## config.mk

```make
export PLATFORM = sky130hd
export DESIGN_NAME = rs_issue_select
export DESIGN_NICKNAME = d
export VERILOG_FILES = /design/src/rtl/rs_issue_select.sv
export SDC_FILE = /design/constraint.sdc
export NUM_CORES = 1
export LEC_CHECK = 0
export CAP_MARGIN = 20
export CORE_AREA = 2 2 422 424
export DETAILED_ROUTE_END_ITERATION = 7
export DIE_AREA = 0 0 424 426
export DONT_BUFFER_PORTS = 1
export GPL_TIMING_DRIVEN = 0
export PLACE_DENSITY = 0.3
export SLEW_MARGIN = 40
export SYNTH_ARGS = -nofsm -noshare
export SYNTH_HDL_FRONTEND = slang
export SYNTH_SLANG_ARGS = --single-unit
```

## constraint.sdc

```tcl
create_clock -name clk_i -period 7.85 [get_ports clk_i]
set_input_delay 1.57 -clock clk_i [delete_from_list [all_inputs] [get_ports clk_i]]
set_output_delay 1.57 -clock clk_i [all_outputs]
set_load 0.01 [all_outputs]
```

## src/rtl/rs_issue_select.sv

```systemverilog
// Dispatch steering and round-robin issue select between a bank of reservation
// stations and a single execution unit. The issue slot is registered.
module rs_issue_select #(
  parameter int unsigned NUM_RS     = 4,
  parameter int unsigned ROBsize    = 8,
  parameter int unsigned ROBsizeLog = $clog2(ROBsize + 1)
) (
  input  logic                         clk_i,
  input  logic                         reset_i,
  input  logic                         decodeWriteEn_i,
  output logic                         decodeStall_o,
  output logic [NUM_RS-1:0]            rsWriteEn_o,
  input  logic [NUM_RS-1:0]            rsBusy_i,
  input  logic [NUM_RS-1:0]            rsReady_i,
  input  logic [NUM_RS*64-1:0]         rsVal1_i,
  input  logic [NUM_RS*64-1:0]         rsVal2_i,
  input  logic [NUM_RS*64-1:0]         rsVal3_i,
  input  logic [NUM_RS*10-1:0]         rsCommands_i,
  input  logic [NUM_RS*ROBsizeLog-1:0] rsTag_i,
  output logic [NUM_RS-1:0]            rsStall_o,
  input  logic                         flush_i,
  input  logic                         execReady_i,
  output logic                         execValid_o,
  output logic [63:0]                  execVal1_o,
  output logic [63:0]                  execVal2_o,
  output logic [63:0]                  execVal3_o,
  output logic [9:0]                   execCommands_o,
  output logic [ROBsizeLog-1:0]        execTag_o,
  output logic [15:0]                  issueCount_o
);

  localparam int unsigned PtrW = $clog2(NUM_RS);
  localparam logic [PtrW-1:0] LastIdx = PtrW'(NUM_RS - 1);

  logic [NUM_RS-1:0]     free;
  logic [NUM_RS-1:0]     cand;
  logic [NUM_RS-1:0]     grant;
  logic                  slot_open;
  logic                  any_grant;
  logic                  disp_found;
  logic                  gnt_found;
  logic [PtrW-1:0]       gnt_idx;
  logic [PtrW-1:0]       ptr_q, ptr_d;
  logic                  valid_q, valid_d;
  logic [63:0]           val1_q, val1_d;
  logic [63:0]           val2_q, val2_d;
  logic [63:0]           val3_q, val3_d;
  logic [9:0]            cmd_q, cmd_d;
  logic [ROBsizeLog-1:0] tag_q, tag_d;
  logic [15:0]           cnt_q, cnt_d;

  assign free          = ~rsBusy_i;
  assign decodeStall_o = decodeWriteEn_i & (free == '0);

  always_comb begin
    rsWriteEn_o = '0;
    disp_found  = 1'b0;
    for (int i = 0; i < int'(NUM_RS); i++) begin
      if (!disp_found && free[i]) begin
        disp_found     = 1'b1;
        rsWriteEn_o[i] = decodeWriteEn_i;
      end
    end
  end

  assign slot_open = ~valid_q | execReady_i;
  assign cand      = rsReady_i & {NUM_RS{slot_open & ~flush_i}};

  // Circular search starting at the round-robin pointer.
  always_comb begin
    int idx;
    idx       = 0;
    grant     = '0;
    gnt_idx   = '0;
    gnt_found = 1'b0;
    for (int k = 0; k < int'(NUM_RS); k++) begin
      idx = int'(ptr_q) + k;
      if (idx >= int'(NUM_RS)) idx = idx - int'(NUM_RS);
      if (!gnt_found && cand[idx]) begin
        gnt_found  = 1'b1;
        grant[idx] = 1'b1;
        gnt_idx    = PtrW'(idx);
      end
    end
  end

  assign any_grant = |grant;
  assign rsStall_o = ~grant;

  always_comb begin
    valid_d = valid_q;
    val1_d  = val1_q;
    val2_d  = val2_q;
    val3_d  = val3_q;
    cmd_d   = cmd_q;
    tag_d   = tag_q;
    ptr_d   = ptr_q;
    cnt_d   = cnt_q;
    if (valid_q && execReady_i && !flush_i && cnt_q != 16'hFFFF) cnt_d = cnt_q + 16'd1;
    if (flush_i) begin
      valid_d = 1'b0;
    end else if (slot_open) begin
      valid_d = any_grant;
      if (any_grant) begin
        val1_d = rsVal1_i[int'(gnt_idx)*64 +: 64];
        val2_d = rsVal2_i[int'(gnt_idx)*64 +: 64];
        val3_d = rsVal3_i[int'(gnt_idx)*64 +: 64];
        cmd_d  = rsCommands_i[int'(gnt_idx)*10 +: 10];
        tag_d  = rsTag_i[int'(gnt_idx)*int'(ROBsizeLog) +: ROBsizeLog];
        ptr_d  = (gnt_idx == LastIdx) ? '0 : gnt_idx + PtrW'(1);
      end
    end
  end

  always_ff @(posedge clk_i or negedge reset_i) begin
    if (!reset_i) begin
      valid_q <= 1'b0;
      val1_q  <= '0;
      val2_q  <= '0;
      val3_q  <= '0;
      cmd_q   <= '0;
      tag_q   <= '0;
      ptr_q   <= '0;
      cnt_q   <= '0;
    end else begin
      valid_q <= valid_d;
      val1_q  <= val1_d;
      val2_q  <= val2_d;
      val3_q  <= val3_d;
      cmd_q   <= cmd_d;
      tag_q   <= tag_d;
      ptr_q   <= ptr_d;
      cnt_q   <= cnt_d;
    end
  end

  assign execValid_o    = valid_q;
  assign execVal1_o     = val1_q;
  assign execVal2_o     = val2_q;
  assign execVal3_o     = val3_q;
  assign execCommands_o = cmd_q;
  assign execTag_o      = tag_q;
  assign issueCount_o   = cnt_q;

endmodule
```

==> results by group <==
Place
  • Routability congestion estimate from global placement: 0.957
  • # port buffers: 0
  • HPWL after DPL: 120000 microns

Global routing
  • Met3 Use GR: 0.0441
  • M1 GR Usage: 0.188
  • Busiest grt layer: met2
  • Total GRT Usage: 0.148
  • Largest net degree at the start of global routing: 226
  • Global route overflow: 0
  • First-pass GRT wire length: 176000 microns
  • GRT met2 Usage: 0.246
  • Initial antenna violation count: 75
  • Vias in the first global route: 16100

Pwr
  • LEAKAGE: 7.95 nW
  • Pwr dens: 486 nW/um^2
  • VDD IR max: 0.000137 V

Critical path
  • CP Max Fanout: 9
  • Top cell by count, worst path: buf_2
  • Critical path arrival: 3.74 ns
  • Crit path cell chain: buf_2, inv_1, ha_1, buf_2, mux4_2, nor2b_2, a22oi_1, nor2_1, a221oi_1
  • R2R depth: 13
  • Startpoint Class: register
  • CP Data Required Time: 6.28 ns
  • Max stage delay on crit path: 0.66 ns
  • Crit. End Element: output port
  • Slowest CP cell: a221oi_1
  • Critical path class: reg2out

Layout
  • Fraction of layout cells with a size suffix above 1: 0.0779
  • Utilization after layout: 0.112
  • Fin nets: 2870
  • Fill cell count: 20600
  • Layout area overhead: 27.7%
  • Commonest cells after routing, fill and taps aside: nand2_1, dfrtp_1, and3_1, and2_1, o31ai_1
  • Most common cell after layout, fill and taps aside: nand2_1

Logic synthesis
  • Post-synth EDFFs: 0
  • Synth cell types: 49
  • Synth Warn #: 0
  • #FFs+latches synth: 225
  • Largest family of logic cells by synthesized area: simple AND/OR/NAND/NOR gates
  • Post-Synthesis Cells: 1981
  • Mean area per synthesized cell: 7.77 sq um
  • Synth Area in Compound Gates: 0.213
  • Synth area leaders: dfrtp_1, nand2_1, a211oi_1, o31ai_1, and2_1
  • Post-synthesis net count: 2827
  • Yosys top cell by area: dfrtp_1
  • Post-synthesis instance area: 15400 sq um
  • Top FF cell, synth: dfrtp_1
  • Post-Synth Adder-Cell Area: 0.00732
  • Ys async rst share: 1.00
  • Multiplexer share of the synthesized area: 0.00512
  • Seq/Total Area, Yosys: 0.366
  • Post-Synth XOR/XNOR Area: 0.00968
  • Simple-gate share of the synthesized area: 0.344
  • Top-area cell type share of the netlist area: 0.366

Timing
  • Minimum clock period: 5.31 ns
  • Clock Skew: 0.0205 ns
  • Fin. max-slew vios: 0
  • Unrepaired setup endpoints after global routing: no
  • Fin crit share: 0.676
  • Max Freq: 188 MHz
  • Worst-Margin Slew: 1.01 ns
  • Hold Slack: 0.545 ns
  • Slew HR: 0.327
  • Final Setup Violations: 0
  • Final Hold Viols: 0
  • Final setup TNS: 0 ns

Drt
  • WL/cell: 31.8 microns
  • Vias: 16700
  • Total Wirelength: 140000 microns
  • Via density: 3.78
  • Detailed-route DRC error count: 0
  • DR iter-0 viols: 1667
  • Post-detailed-route count of antenna-violating nets: 0
  • Drt first pass iters: 5

Floorplan
  • Core Footprint: 176000 sq um
  • Standard-cell row count: 154
  • Die W: 424 microns
  • Ports: 1069
  • Die area: 181000 sq um
  • Die height: 426 microns
  • Starting Density: 0.0876

Clocking
  • Cts hold-fix bufs: 0
  • Cts repair resizes: 0
  • Setup Buffers After CTS: 0
  • Clock sink total: 225
  • Root Buffer: clkbuf_16
  • CTS tree: built
  • Clk_lat worst skew: 0.60 ns
  • CTS clk-pin slew, worst paths: 0.06 ns
  • CTS HTree Levels: 2
  • CTS max path bufs: 3
  • CTS Buf Count: 36

Min path
  • Worst Hold Path Cells: 1
  • Min-Delay Path Class: reg2reg

Run status
  • Status: finished clean

Run
  • Maxcap violations: 0
layout make-up:
| class | instances | area (sq um) | area share |
|---|---|---|---|
| Antenna cell | 30 | 75.1 | 0.00382 |
| Clock buffer | 52 | 1040 | 0.0530 |
| Timing Repair Buffer | 5 | 118 | 0.00598 |
| Buffer | 188 | 862 | 0.0439 |
| Tap cell | 2340 | 2930 | 0.149 |
| Sequential cell | 225 | 5630 | 0.286 |
| Multi-Input combinational cell | 1562 | 8940 | 0.455 |
| Inverter | 6 | 22.5 | 0.00115 |
| Clock inverter | 3 | 40.0 | 0.00204 |
path summary, 6_finish.rpt:
path / slack (ns) / endpoint / startpoint
worst min register to register: 0.55 / issueCount_o[11] / issueCount_o[11]
worst max register to register: 2.93 / execVal2_o[17] / register
max in group asynchronous: 6.29 / execVal3_o[62] / reset_i
worst min-delay path: 0.55 / issueCount_o[11] / issueCount_o[11]
worst max-delay path: 2.54 / rsStall_o[3] / register
min in group asynchronous: 0.68 / execVal1_o[23] / reset_i
power by group:
part,switching (W),internal [W]
clock,0.000689,0.000939
sequential,0.00110,0.00176
combinational,0.00350,0.00156
cells in the mapped netlist, drive strengths merged, types with 6 or more instances:
| master | instances |
|---|---|
| xnor2 | 11 |
| buf | 70 |
| and2 | 210 |
| nand2 | 632 |
| inv | 6 |
| o31ai | 206 |
| a21oi | 7 |
| ha | 9 |
| a211oi | 208 |
| dfrtp | 225 |
| nor2 | 6 |
| xor2 | 6 |
| nor2b | 8 |
| clkbuf | 118 |
| and3 | 210 |
state kept, by name, summed over array words and instances, names as in the netlist, named ones only:
name and flops:
execCommands_o 10, execTag_o 4, execVal1_o 64, execVal2_o 64
execVal3_o 64, execValid_o 1, issueCount_o 16, ptr_q 1
metrics by stage:
stage / std cells / worst slack, ns / total power, W / area [sq um]
global placement: 4321 / 1.35 / 0.00798 / 18300
CTS: 4379 / 2.28 / 0.00974 / 19500
finish: 4411 / 2.54 / 0.00955 / 19700
detailed placement: 4324 / 2.38 / 0.00803 / 18400
global route: 4390 / 2.13 / 0.0102 / 19600
floorplan: 1981 / 3.30 / 0.00531 / 15400
logic make-up (layout without fill, tap and decap cells):
family	after synthesis	after routing
AOI/OAI and AO/OA	437	437
buffers and inverters	194	254
and+or+nand+nor	1095	1095
muxes	4	4
DFF	225	225
xor gates and xnor gates	17	17
other	0	30
adders and majority gates	9	9
critical path, delay by kind of cell, from the launching register on:
kind | cells | cell delay (ns)
AND/OR/NAND/NOR | 2 | 0.31
AO/OA/AOI/OAI | 2 | 0.81
buffers and inverters | 3 | 0.67
adder cells (fa/ha/maj) | 1 | 0.34
flip-flops | 1 | 0.43
multiplexers | 1 | 0.60
per-layer routing:
metal	vias to the layer above	routed length, microns
met5	-	270
met4	40	2480
met2	868	68300
li1	7063	-
met3	166	10800
met1	8517	58300
No activity file was read; power rests on OpenSTA's default activity.
